### src/rtl/mem_port_arbiter_pkg.sv
// Shared types and constants for the unified memory-port arbiter.
package mem_port_arbiter_pkg;

  localparam int unsigned XLEN = 32;

  typedef enum logic [1:0] {
    IDLE   = 2'd0,
    ACCESS = 2'd1,
    RESP   = 2'd2
  } arb_state_e;

  localparam logic OWN_INST = 1'b0;
  localparam logic OWN_DATA = 1'b1;

endpackage

### src/rtl/mem_arb_pick.sv
// Combinational grant selection between the IF and MEM requesters.
module mem_arb_pick
  import mem_port_arbiter_pkg::*;
#(
  parameter int DATA_PRIORITY = 1
) (
  input  logic inst_req,
  input  logic data_req,
  input  logic last_grant,
  output logic grant_valid,
  output logic grant_owner
);

  always_comb begin
    grant_valid = inst_req | data_req;
    grant_owner = OWN_INST;
    if (inst_req && data_req) begin
      // Round-robin hands the port to whoever did not win last time.
      grant_owner = (DATA_PRIORITY != 0) ? OWN_DATA : ~last_grant;
    end else if (data_req) begin
      grant_owner = OWN_DATA;
    end
  end

endmodule

### src/rtl/mem_port_arbiter.sv
// Shares one single-beat memory port between instruction fetch and load/store.
module mem_port_arbiter
  import mem_port_arbiter_pkg::*;
#(
  parameter int DATA_PRIORITY  = 1,
  parameter int TIMEOUT_CYCLES = 64,
  parameter int TO_W           = 7
) (
  input  logic            clk,
  input  logic            reset,
  input  logic            inst_req_i,
  input  logic [XLEN-1:0] inst_addr_i,
  output logic            inst_done_o,
  output logic [XLEN-1:0] inst_rdata_o,
  input  logic            data_req_i,
  input  logic            data_we_i,
  input  logic [XLEN-1:0] data_addr_i,
  input  logic [XLEN-1:0] data_wdata_i,
  output logic            data_done_o,
  output logic [XLEN-1:0] data_rdata_o,
  output logic            mem_ce_o,
  output logic            mem_we_o,
  output logic [XLEN-1:0] mem_addr_o,
  output logic [XLEN-1:0] mem_wdata_o,
  input  logic [XLEN-1:0] mem_rdata_i,
  input  logic            mem_ack_i,
  output logic            timeout_o
);

  arb_state_e      state, state_next;
  logic            owner;
  logic            last_grant;
  logic            lat_we;
  logic [XLEN-1:0] lat_addr;
  logic [XLEN-1:0] lat_wdata;
  logic [TO_W-1:0] cnt;
  logic [XLEN-1:0] inst_rdata_q;
  logic [XLEN-1:0] data_rdata_q;
  logic            timeout_q;
  logic            grant_valid;
  logic            grant_owner;
  logic            to_hit;

  mem_arb_pick #(
    .DATA_PRIORITY(DATA_PRIORITY)
  ) u_pick (
    .inst_req   (inst_req_i),
    .data_req   (data_req_i),
    .last_grant (last_grant),
    .grant_valid(grant_valid),
    .grant_owner(grant_owner)
  );

  generate
    if (TIMEOUT_CYCLES != 0) begin : g_timeout
      assign to_hit = (cnt == TO_W'(TIMEOUT_CYCLES - 1));
    end else begin : g_no_timeout
      assign to_hit = 1'b0;
    end
  endgenerate

  always_ff @(posedge clk) begin
    if (reset) state <= IDLE;
    else       state <= state_next;
  end

  always_comb begin
    state_next = state;
    case (state)
      IDLE:    if (grant_valid) state_next = ACCESS;
      ACCESS:  if (mem_ack_i || to_hit) state_next = RESP;
      RESP:    state_next = IDLE;
      default: state_next = IDLE;
    endcase
  end

  always_ff @(posedge clk) begin
    if (reset) begin
      owner        <= OWN_INST;
      last_grant   <= OWN_INST;
      lat_we       <= 1'b0;
      lat_addr     <= '0;
      lat_wdata    <= '0;
      cnt          <= '0;
      inst_rdata_q <= '0;
      data_rdata_q <= '0;
      timeout_q    <= 1'b0;
    end else begin
      case (state)
        IDLE: begin
          if (grant_valid) begin
            owner      <= grant_owner;
            last_grant <= grant_owner;
            lat_we     <= (grant_owner == OWN_DATA) && data_we_i;
            lat_addr   <= (grant_owner == OWN_DATA) ? data_addr_i : inst_addr_i;
            lat_wdata  <= data_wdata_i;
            cnt        <= '0;
          end
        end
        ACCESS: begin
          // An ack in the final allowed cycle still completes normally.
          if (mem_ack_i) begin
            if (!lat_we) begin
              if (owner == OWN_INST) inst_rdata_q <= mem_rdata_i;
              else                   data_rdata_q <= mem_rdata_i;
            end
          end else if (to_hit) begin
            timeout_q <= 1'b1;
            if (owner == OWN_INST) inst_rdata_q <= '0;
            else                   data_rdata_q <= '0;
          end else begin
            cnt <= cnt + TO_W'(1);
          end
        end
        default: ;
      endcase
    end
  end

  assign mem_ce_o     = (state == ACCESS);
  assign mem_we_o     = mem_ce_o & lat_we;
  assign mem_addr_o   = mem_ce_o ? lat_addr  : '0;
  assign mem_wdata_o  = mem_ce_o ? lat_wdata : '0;
  assign inst_done_o  = (state == RESP) && (owner == OWN_INST);
  assign data_done_o  = (state == RESP) && (owner == OWN_DATA);
  assign inst_rdata_o = inst_rdata_q;
  assign data_rdata_o = data_rdata_q;
  assign timeout_o    = timeout_q;

endmodule
### config.mk
export PLATFORM = sky130hd
export DESIGN_NAME = mem_port_arbiter
export DESIGN_NICKNAME = d
export VERILOG_FILES = /design/src/rtl/mem_port_arbiter_pkg.sv /design/src/rtl/mem_arb_pick.sv /design/src/rtl/mem_port_arbiter.sv
export SDC_FILE = /design/constraint.sdc
export NUM_CORES = 1
export LEC_CHECK = 0
export ABC_AREA = 0
export BUFFER_PORTS_ARGS = -buffer_cell sky130_fd_sc_hd__clkbuf_2
export CAP_MARGIN = 20
export CORE_AREA = 2 2 123 125
export CTS_CLUSTER_SIZE = 12
export DETAILED_ROUTE_END_ITERATION = 10
export DIE_AREA = 0 0 125 127
export GPL_TIMING_DRIVEN = 0
export PLACE_DENSITY = 0.76
export SYNTH_ARGS = -nofsm -noshare
export SYNTH_HDL_FRONTEND = slang
export SYNTH_SLANG_ARGS = --single-unit
### constraint.sdc
create_clock -name clk -period 1.6 [get_ports clk]
set_input_delay 0.08 -clock clk [delete_from_list [all_inputs] [get_ports clk]]
set_output_delay 0.08 -clock clk [all_outputs]
set_load 0.01 [all_outputs]
==> results of run 1 <==
-- final timing paths --
check             cells past startpoint  slack, ns          endpoint       startpoint
hold / removal                        3      0.009      lat_addr[16]  inst_addr_i[16]
setup / recovery                      6      -0.04          mem_we_o         state[1]
hold reg to reg                       2       0.45      lat_wdata[9]     lat_wdata[9]
setup reg to reg                      7      -0.02  inst_rdata_o[26]           cnt[1]
-- stage by stage --
step	area (µm²)	hold slack (ns)	std cells	TNS [ns]	setup slack, ns
after floorplan	6180	0.216	668	0	0.0295
after global placement	7720	0.307	1115	-30.10	-0.442
after detailed placement	7720	0.308	1115	-33.91	-0.438
after CTS	9800	0.000200	1258	-4.19	-0.0685
after global routing	10000	0.00727	1261	-6.09	-0.0986
final	10000	0.00874	1261	-0.527	-0.0448
-- per-layer routing --
metal	up-vias	wire (µm)
li1	3067	-
met4	0	716
met3	53	1510
met2	314	11500
met5	-	0
met1	3024	8710
-- worst min-delay path, cell delays in order --
cell	delay, ns
clkbuf_2	0.08
mux2i_1	0.13
a211oi_1	0.09
-- logic make-up after synthesis --
| family | Yosys count | synth area share |
|---|---|---|
| simple gates | 293 | 0.261 |
| flops | 140 | 0.454 |
| mux | 96 | 0.156 |
| compound gates | 81 | 0.0865 |
| buf+inv | 57 | 0.0411 |
| fa+ha+maj | 1 | 0.00203 |
-- cell type report --
cell class / instances / area (µm²) / area share
timing repair buffer: 378 / 2720 / 0.271
buffer: 54 / 415 / 0.0414
sequential: 140 / 2810 / 0.280
inverter: 2 / 15.0 / 0.00150
multi-input combinational: 471 / 3270 / 0.326
clock buffer: 19 / 433 / 0.0431
clock inverter: 13 / 145 / 0.0145
tap: 184 / 230 / 0.0229
-- power by group through the flow --
stage               Combinational (µW)  Clock, µW  Sequential (µW)
floorplan                          774          0             3860
global placement                  1270          0             3860
detailed placement                1280          0             3870
CTS                               1670       3920             3800
global route                      1960       4080             3840
finish                            1830       3880             3820
-- state kept, by name, summed over array words and instances, names as in the netlist --
signal / flops
cnt: 7
timeout_o: 1
data_rdata_o: 32
lat_addr: 32
lat_wdata: 32
owner: 1
inst_rdata_o: 32
state: 2
lat_we: 1
-- layout by cell type (no fill, tap or decap), types with 13 or more instances in the layout --
cell type      synthesis  layout
clkbuf_2               0     240
nand2b_1              67      66
and2_1                65      37
and2_4                 0      28
a211oi_1              32      32
dfxtp_1              140     134
nand3b_1              34      34
clkbuf_16              0      20
mux2i_1               96      95
clkbuf_1              37      26
buf_6                  3      23
a21oi_1               37      37
dlygate4sd3_1          0      91
nand2_1               69      68
nor2_1                38      37
buf_8                  0      13
buf_4                  0      16
-- repair_timing --
item,4_1_cts,5_1_grt
pin swaps,21,8
buffers inserted,17,2
cloned,4,1
endpoints found under the hold margin,113,0
hold buffers,91,0
endpoints found under the setup margin,199,179
gates resized for setup,92,86
==> qor_table.md, run 1 <==
| Stage | Item | Reported |
|:---|:---|:---|
| outcome | Outcome | finished, violations left |
| outcome | Failing checks | setup timing |
| logic synthesis | Most frequently used cell type in the post-synthesis netlist | dfxtp_1 |
| grt | Most congested layer reported by global routing | met2 |
| clock network | CTS tree | yes |
| routing | Iteration count of the initial detailed-routing pass | 5 |
| logic synthesis | Top post-synthesis cells by area | dfxtp_1 45%, mux2i_1 16%, nand2b_1 6.8% |
| power and ir drop | Share of total power in combinational logic | 0.192 |
| logic synthesis | Synth Area per Inst | 9.25 µm² |
| floorplanning | Die X | 125 µm |
| final layout | Area overhead of the layout relative to synthesis | 62.6% |
| grt | Global-route track usage on met3 | 0.0641 |
| logic synthesis | Most instantiated flip-flop cell in the synthesis netlist | dfxtp_1 |
| routing | Drt via density | 5.12 |
| grt | Met1 track demand over resource | 0.287 |
| clock network | Clk Tree Root Cell | clkbuf_16 |
| power and ir drop | PwrDens | 949 nW/µm² |
| power and ir drop | Internal | 6920 µW |
| grt | Global-route congestion overflow total | 0 |
| timing | RSZ-0062 raised after global routing | yes |
| timing | Post-route setup slack | -0.0448 ns |
| power and ir drop | IR Drop Worst-Case VDD | 0.701 mV |
| run | Max-cap violation count | 0 |
| routing | Via count | 6,458 |
| worst setup path | Slowest stage cell, crit path | dfxtp_4 |
| timing | Peak Freq | 608 MHz |
| worst setup path | CP max FO | 6 |
| floorplanning | Die Height | 127 µm |
| timing | Headroom to the max-slew limit | 0.452 |
| grt | GR Layer Usage met2 | 0.479 |
| floorplanning | Number of placement rows | 44 |
| routing | Number of routed nets with antenna violations | 0 |
| logic synthesis | Synth area leader | dfxtp_1 |
| logic synthesis | Cell area after synthesis | 6180 µm² |
| logic synthesis | Number of storage elements in the synthesis netlist | 140 |
| placement | Final weighted congestion in routability-driven placement | 0.796 |
| worst setup path | Arrival time worst endpoint | 1.56 ns |
| timing | Time the final worst path needs with I/O delays and setup | 1.64 ns |
| clock network | Cts bufs inserted | 17 |
| grt | Combined global-route utilization of all metal layers | 0.260 |
| clock network | Insertion delay of the later-clocked pin in the worst-skew pair | 0.42 ns |
| grt | Antenna violations before repair | 0 |
| worst setup path | Largest stage delay on the critical path | 0.37 ns |
| logic synthesis | Net count after synthesis | 803 |
| final layout | Util after Layout | 0.696 |
| timing | Fin Clk Skew | 0.00791 ns |
| logic synthesis | Syn Inst Count | 668 |
| logic synthesis | List of most frequent post-synthesis cells | 140 x dfxtp_1, 96 x mux2i_1, 69 x nand2_1 |
| power and ir drop | Proportion of total power due to net switching | 0.274 |
| grt | Number of global-route vias before repair | 6,543 |
| power and ir drop | Overall power consumption | 9530 µW |
| worst setup path | Number of buffer and inverter stages on the critical path | 4 |
| worst setup path | Classification of the worst setup path | flop to output port |
| routing | Average wire per cell in the routed design | 17.8 µm |
| power and ir drop | Standby leakage power | 0.00487 µW |
| floorplanning | Number of I/O pins | 267 |
| timing | Setup violators final | 23 |
| worst hold path | Worst min-delay path class | primary input to flop |
| floorplanning | Core area | 14,400 µm² |
| floorplanning | Die area | 15,900 µm² |
| logic synthesis | Sequential-to-total area share from yosys stat | 0.454 |
| timing | Post-route clock period utilization | 1.03 |
| final layout | Number of antenna repair diodes | 0 |
| logic synthesis | Share of Yosys cell area claimed by the top area cell type | 0.454 |
| final layout | Nets | 1,199 |
| floorplanning | Starting density of the core | 0.428 |
| worst setup path | Critical Path RT | 1.52 ns |
| worst setup path | Sort of element at the end of the critical path | output port |
| clock network | Clock-pin slew reported for the worst setup and hold paths after clock tree synthesis | 0.06 ns |
| placement | Number of buffers inserted by port buffering | 263 |
| power and ir drop | Part of the total power dissipated in sequential elements | 0.401 |
| logic synthesis | Number of flops mapped to enable cells by yosys | 0 |
| grt | Pin count of the biggest net entering global routing | 17 |
| worst setup path | Kind of start point of the critical path | flop |
| timing | Final Hold Violating Endpoints | 0 |
| logic synthesis | Distinct cell type count of the synthesized netlist | 33 |
| power and ir drop | Net switching power | 2610 µW |
| routing | First DRT Iteration DRCs | 297 |
| routing | Wirelength, routed | 22,500 µm |
| logic synthesis | Syn. warnings | 0 |
| clock network | CTS sink cnt | 140 |
| grt | First-pass GRT wire length | 33,100 µm |
| final layout | Share of final-layout standard cells stronger than drive strength 1 | 0.365 |
| worst setup path | Cells along the critical path | nand2b_4 > inv_8 > clkbuf_16 > buf_12 > and2_4 > buf_8 |
| placement | Total half-perimeter wirelength after legalization and detailed placement | 13,300 µm |
| worst setup path | Gate family responsible for the most delay along the worst path | buffers and inverters |
| final layout | Number of filler cells placed in the layout | 1,027 |
| power and ir drop | Relative contribution of the clock network to total power | 0.407 |
| clock network | H-tree levels | 4 |
| timing | Measured slew at the worst slew-check pin | 0.822 ns |
| timing | Slew Viols, Final | 0 |
| clock network | Maximum clock path buffer count | 2 |
| routing | DR DRC count | 0 |
| logic synthesis | Share of flip-flops with an asynchronous set or reset | 0 |
No activity file was read; power rests on OpenSTA's default activity.
==> run 2: changes to the inputs <==
ABC_AREA = 1   (was 0)
CORE_AREA = 2 2 124 126   (was 2 2 123 125)
DIE_AREA = 0 0 126 128   (was 0 0 125 127)
RECOVER_POWER = 25   (was default)
==> run 2 against run 1 <==
Effect of this change:
- utilization decreased by 6.6 points
- cell count increased by 20%
- highest routed layer unchanged
- routed wire length fell by 7.3%
- design area decreased by 6.7%
- die area grew 1.6%
- sequential power increased by 2%
- synthesized cell count up 46%
- the run ends with hold timing left
==> qor_table.md, run 2 <==
| Stage | Item | Reported |
|:---|:---|:---|
| outcome | Outcome | finished, violations left |
| outcome | Failing checks | hold timing |
| logic synthesis | Most frequently used cell type in the post-synthesis netlist | nand2_1 |
| logic synthesis | Syn. warnings | 0 |
| grt | Number of global-route vias before repair | 6,630 |
| timing | Headroom to the max-slew limit | 0.560 |
| logic synthesis | Sequential-to-total area share from yosys stat | 0.440 |
| worst setup path | CP max FO | 10 |
| placement | Pre-CTS setup slack | -0.254 ns |
| timing | RSZ-0062 raised after global routing | yes |
| logic synthesis | Share of Yosys cell area claimed by the top area cell type | 0.440 |
| final layout | Commonest cells after routing, fill and taps aside | 189 x clkbuf_2, 162 x nand2_1, 154 x inv_1 |
| grt | Antenna violations before repair | 0 |
| clock network | Maximum clock path buffer count | 2 |
| logic synthesis | Number of storage elements in the synthesis netlist | 140 |
| power and ir drop | Proportion of total power due to net switching | 0.276 |
| routing | Iteration count of the initial detailed-routing pass | 5 |
| timing | Final Hold Violating Endpoints | 1 |
| logic synthesis | Top post-synthesis cells by area | dfxtp_1 44%, nand2_1 10%, nor2_1 9.8% |
| final layout | Number of filler cells placed in the layout | 1,414 |
| timing | Peak Freq | 630 MHz |
| grt | Pin count of the biggest net entering global routing | 17 |
| grt | First-pass GRT wire length | 31,600 µm |
| timing | Time the final worst path needs with I/O delays and setup | 1.59 ns |
| floorplanning | Die X | 126 µm |
| clock network | H-tree levels | 4 |
| worst hold path | Worst min-delay path class | primary input to flop |
| logic synthesis | Share of flip-flops with an asynchronous set or reset | 0 |
| power and ir drop | IR Drop Worst-Case VDD | 0.720 mV |
| timing | Setup violators final | 0 |
| final layout | Nets | 1,449 |
| logic synthesis | List of most frequent post-synthesis cells | 175 x nand2_1, 166 x nor2_1, 155 x inv_1 |
| timing | Slew Viols, Final | 0 |
| floorplanning | Core area | 14,900 µm² |
| floorplanning | Number of placement rows | 45 |
| timing | Post-route setup slack | 0.0127 ns |
| power and ir drop | Share of total power in combinational logic | 0.196 |
| floorplanning | Die Height | 128 µm |
| power and ir drop | Net switching power | 2690 µW |
| logic synthesis | Most instantiated flip-flop cell in the synthesis netlist | dfxtp_1 |
| placement | Number of buffers inserted by port buffering | 264 |
| worst setup path | Sort of element at the end of the critical path | output port |
| power and ir drop | Internal | 7060 µW |
| power and ir drop | PwrDens | 1040 nW/µm² |
| grt | Combined global-route utilization of all metal layers | 0.246 |
| placement | Total half-perimeter wirelength after legalization and detailed placement | 14,800 µm |
| routing | Wirelength, routed | 20,800 µm |
| logic synthesis | Synth Area per Inst | 6.54 µm² |
| logic synthesis | Distinct cell type count of the synthesized netlist | 23 |
| final layout | Commonest non-fill, non-tap cell in the layout | clkbuf_2 |
| floorplanning | Number of I/O pins | 267 |
| routing | Average wire per cell in the routed design | 13.8 µm |
| routing | Via count | 7,218 |
| power and ir drop | Relative contribution of the clock network to total power | 0.406 |
| timing | Fin Clk Skew | 0.00877 ns |
| worst setup path | Kind of start point of the critical path | flop |
| routing | DR DRC count | 0 |
| clock network | Insertion delay of the later-clocked pin in the worst-skew pair | 0.42 ns |
| floorplanning | Starting density of the core | 0.429 |
| timing | Measured slew at the worst slew-check pin | 0.659 ns |
| logic synthesis | Net count after synthesis | 1,110 |
| logic synthesis | Cell area after synthesis | 6380 µm² |
| floorplanning | Die area | 16,100 µm² |
| timing | Setup TNS Final | 0 ns |
| worst setup path | Classification of the worst setup path | flop to output port |
| logic synthesis | Number of flops mapped to enable cells by yosys | 0 |
| routing | First DRT Iteration DRCs | 424 |
| final layout | Share of final-layout standard cells stronger than drive strength 1 | 0.267 |
| power and ir drop | Standby leakage power | 0.00477 µW |
| routing | Number of routed nets with antenna violations | 0 |
| worst setup path | Arrival time worst endpoint | 1.51 ns |
| logic synthesis | Syn Inst Count | 975 |
| grt | Global-route congestion overflow total | 0 |
| clock network | Clk Tree Root Cell | clkbuf_16 |
| logic synthesis | Synth area leader | dfxtp_1 |
| clock network | Cts bufs inserted | 17 |
| timing | Post-route clock period utilization | 0.992 |
| clock network | Clock-pin slew reported for the worst setup and hold paths after clock tree synthesis | 0.06 ns |
| run | Max-cap violation count | 0 |
| final layout | Area overhead of the layout relative to synthesis | 47.0% |
| routing | Drt via density | 4.77 |
| placement | Final weighted congestion in routability-driven placement | 0.866 |
| clock network | CTS sink cnt | 140 |
| timing | Worst-case hold slack | -0.000390 ns |
| clock network | CTS tree | yes |
| power and ir drop | Part of the total power dissipated in sequential elements | 0.398 |
| worst setup path | Critical Path RT | 1.52 ns |
| final layout | Number of antenna repair diodes | 0 |
run 2: area by class of cell:
type / count / area, µm² / share of cell area
timing repair buffer: 320 / 1870 / 0.200
buffer: 67 / 454 / 0.0485
clock buffer: 24 / 472 / 0.0503
multi-input combinational: 612 / 2830 / 0.302
tap: 188 / 235 / 0.0251
clock inverter: 7 / 114 / 0.0122
sequential: 140 / 2810 / 0.300
inverter: 156 / 586 / 0.0625
run 2: path summary, 6_finish.rpt:
path	from	cells after the start	endpoint	slack [ns]
worst max-delay path	state[1]	6	mem_wdata_o[7]	0.01
worst min-delay path	mem_rdata_i[13]	5	data_rdata_o[13]	-0.0004
worst max register to register	cnt[1]	10	data_rdata_o[27]	0.02
worst min register to register	lat_addr[17]	2	lat_addr[17]	0.45
run 2: metrics by stage:
stage	util	area (µm²)	cells	hold slack, ns	total power (µW)
after global placement	0.534	7930	1427	0.360	5570
after floorplan	-	6380	975	0.245	4950
after detailed placement	0.534	7930	1427	0.364	5600
final	0.630	9370	1514	-0.000390	9760
after global routing	0.630	9370	1514	0.0211	10200
after CTS	0.611	9080	1502	0.00119	9690
run 2: kinds of logic after synthesis:
| logic type | synth area share |
|---|---|
| buf+inv | 0.141 |
| simple gates | 0.250 |
| fa+ha+maj | 0.00196 |
| compound gates | 0.168 |
| flops | 0.440 |
run 2: layer usage:
layer  GRT usage  share of wire  up-vias
li1            -              -     3696
met1       0.283           0.40     3163
met2       0.435           0.50      308
met3      0.0588          0.068       51
met4       0.109          0.032        0
met5           0              0        -
run 2: worst max-delay path, stage by stage, from the launching register on:
cell,delay [ns]
dfxtp_1,0.32
inv_2,0.08
nand2_4,0.09
clkbuf_16,0.18
clkbuf_16,0.17
nor2_2,0.09
buf_2,0.14
run 2: power by group through the flow:
stage,Combinational [µW],Clock [µW],Sequential (µW)
6_report,1910,3960,3890
4_1_cts,1800,4000,3890
3_5_place_dp,1640,0,3960
3_3_place_gp,1620,0,3950
5_1_grt,2130,4160,3910
2_1_floorplan,979,0,3980
run 2: what timing repair did:
| item | CTS | global route |
|---|---|---|
| hold endpoints to repair | 45 | 0 |
| pin swaps | 1 | 9 |
| setup endpoints to repair | 190 | 143 |
| gates cloned | 0 | 3 |
| hold buffers | 39 | 0 |
| resized for setup | 45 | 90 |
| setup buffers | 5 | 9 |
==> run 3: changes to the inputs <==
SETUP_SLACK_MARGIN = 0.2   (was default)
==> run 3 against run 2 <==
Effect of this change:
- the run still ends with hold timing left
- die area stayed put
- design area up 13%
- register-to-register slack improved by 0.02 ns
- largest power group is now sequential cells
- highest routed layer unchanged
- flip-flop and latch count is the same
==> qor_table.md, run 3 (synthesized netlist as in run 2, its figures left out) <==
| Stage | Item | Reported |
|:---|:---|:---|
| routing | Wirelength, routed | 24,500 µm |
| routing | Via count | 7,705 |
| timing | Final Hold Violating Endpoints | 1 |
| power and ir drop | IR Drop Worst-Case VDD | 0.757 mV |
| clock network | Cts bufs inserted | 17 |
| grt | Antenna violations before repair | 0 |
| timing | Worst-case hold slack | -0.00319 ns |
| worst setup path | Cells along the critical path | inv_4 > nand2_8 > clkbuf_8 > clkbuf_16 > nor2_4 > buf_6 |
| floorplanning | Number of I/O pins | 267 |
| worst setup path | Internal reg-to-reg setup slack | 0.04 ns |
| grt | First-pass GRT wire length | 32,600 µm |
| placement | Number of buffers inserted by port buffering | 264 |
| timing | Fin Clk Skew | 0.00787 ns |
| timing | Peak Freq | 630 MHz |
| timing | Post-route clock period utilization | 0.992 |
| routing | DR DRC count | 0 |
| run | Max-cap violation count | 0 |
| floorplanning | Die area | 16,100 µm² |
| worst setup path | Classification of the worst setup path | flop to output port |
| clock network | CTS sink cnt | 140 |
| routing | Drt via density | 5.00 |
| outcome | Failing checks | hold timing |
| clock network | Insertion delay of the later-clocked pin in the worst-skew pair | 0.42 ns |
| grt | Global-route congestion overflow total | 0 |
| power and ir drop | PwrDens | 979 nW/µm² |
| worst setup path | Kind of start point of the critical path | flop |
| clock network | Clk Tree Root Cell | clkbuf_16 |
| worst hold path | Worst min-delay path class | primary input to flop |
| clock network | Maximum clock path buffer count | 2 |
| worst setup path | Sort of element at the end of the critical path | output port |
| final layout | Commonest non-fill, non-tap cell in the layout | nand2_1 |
| worst setup path | CP max FO | 5 |
| final layout | Share of final-layout standard cells stronger than drive strength 1 | 0.346 |
| grt | Pin count of the biggest net entering global routing | 17 |
| outcome | Outcome | finished, violations left |
| routing | Average wire per cell in the routed design | 15.9 µm |
| grt | Combined global-route utilization of all metal layers | 0.253 |
| worst setup path | Critical Path RT | 1.52 ns |
| floorplanning | Number of placement rows | 45 |
| final layout | Final std cells w/o fill | 1,541 |
| clock network | Clock-pin slew reported for the worst setup and hold paths after clock tree synthesis | 0.06 ns |
| timing | Setup violators final | 0 |
| clock network | CTS tree | yes |
| placement | Cell count after placement | 1,427 |
| timing | RSZ-0062 raised after global routing | yes |
| final layout | Number of antenna repair diodes | 0 |
| worst setup path | Slowest stage cell, crit path | dfxtp_2 |
| final layout | Nets | 1,475 |
| floorplanning | Core area | 14,900 µm² |
| routing | First DRT Iteration DRCs | 445 |
| routing | Number of routed nets with antenna violations | 0 |
| final layout | Number of filler cells placed in the layout | 1,156 |
| floorplanning | Die Height | 128 µm |
| power and ir drop | Standby leakage power | 0.00503 µW |
| placement | Total half-perimeter wirelength after legalization and detailed placement | 14,700 µm |
| final layout | Util after Layout | 0.711 |
| final layout | Commonest cells after routing, fill and taps aside | 158 x nand2_1, 154 x clkbuf_2, 153 x inv_1 |
| final layout | Area of combinational cells with multiple inputs | 3400 µm² |
| clock network | H-tree levels | 4 |
| placement | Final weighted congestion in routability-driven placement | 0.901 |
| timing | Headroom to the max-slew limit | 0.570 |
| routing | Iteration count of the initial detailed-routing pass | 5 |
| timing | Post-route setup slack | 0.0128 ns |
| power and ir drop | Overall power consumption | 10,400 µW |
| grt | Number of global-route vias before repair | 6,751 |
| placement | Pre-CTS setup slack | -0.222 ns |
| timing | Measured slew at the worst slew-check pin | 0.645 ns |
| worst setup path | Arrival time worst endpoint | 1.51 ns |
| final layout | Sequential cell area | 2810 µm² |
| timing | Slew Viols, Final | 0 |
| worst setup path | Largest stage delay on the critical path | 0.34 ns |
| floorplanning | Starting density of the core | 0.429 |
| final layout | Area overhead of the layout relative to synthesis | 65.8% |
| floorplanning | Die X | 126 µm |
| timing | Time the final worst path needs with I/O delays and setup | 1.59 ns |
## run 3: changes by cell type in the layout (fill, tap and decap cells not counted), sizes merged
cell,delta
clkbuf,-15
inv,+1
clkinvlp,+2
nand3,+1
dlygate4sd3,-3
clkinv,+1
nand2,+1
buf,+40
o21ai,+1
bufinv,-2
## run 3: layout make-up
cell class              instances  share of cell area
plain buffers                  67              0.0576
clock inverters                 9             0.00816
inverters                     156              0.0559
clock buffers                  23              0.0461
multi-input cells             615               0.322
flip-flops and latches        140               0.266
repair buffers                343               0.223
well taps                     188              0.0222
## run 3: report_power, final
part           total, µW  internal (µW)  switching, µW
Sequential          3910           3780            127
Combinational       2610           1120           1480
Clock               3840           2300           1530
Total              10400           7210           3140
## run 3: critical path, delay by kind of cell, from the launching register on
family / cells / cell delay (ns)
buffers and inverters: 4 / 0.56
flip-flops: 1 / 0.34
AND/OR/NAND/NOR: 2 / 0.18
## run 3: worst paths after layout
check,cells past startpoint,from,to
min reg2reg,2,lat_addr[24],lat_addr[24]
min,5,mem_rdata_i[9],inst_rdata_o[9]
max reg2reg,7,state[1],lat_addr[14]
max,6,state[1],mem_wdata_o[17]
## run 3: stage by stage
stage / cell area [µm²] / setup TNS [ns]
after floorplan: 6380 / 0
after global placement: 7940 / -7.64
after detailed placement: 7940 / -6.78
after CTS: 9550 / 0
after global routing: 10600 / -0.308
final: 10600 / 0
## run 3: repair_timing
action / CTS / global route
gates cloned: 10 / 9
hold buffers: 36 / 0
setup endpoints to repair: 204 / 207
pin swaps: 8 / 31
gates resized for setup: 133 / 320
setup buffers: 15 / 12
endpoints found under the hold margin: 42 / 0
## run 3: metal layers
metal,vias up,track usage,wire (µm)
met2,361,0.454,12700
met3,70,0.0505,1600
met5,-,0,0
met1,3528,0.290,9300
li1,3746,-,-
met4,0,0.114,929
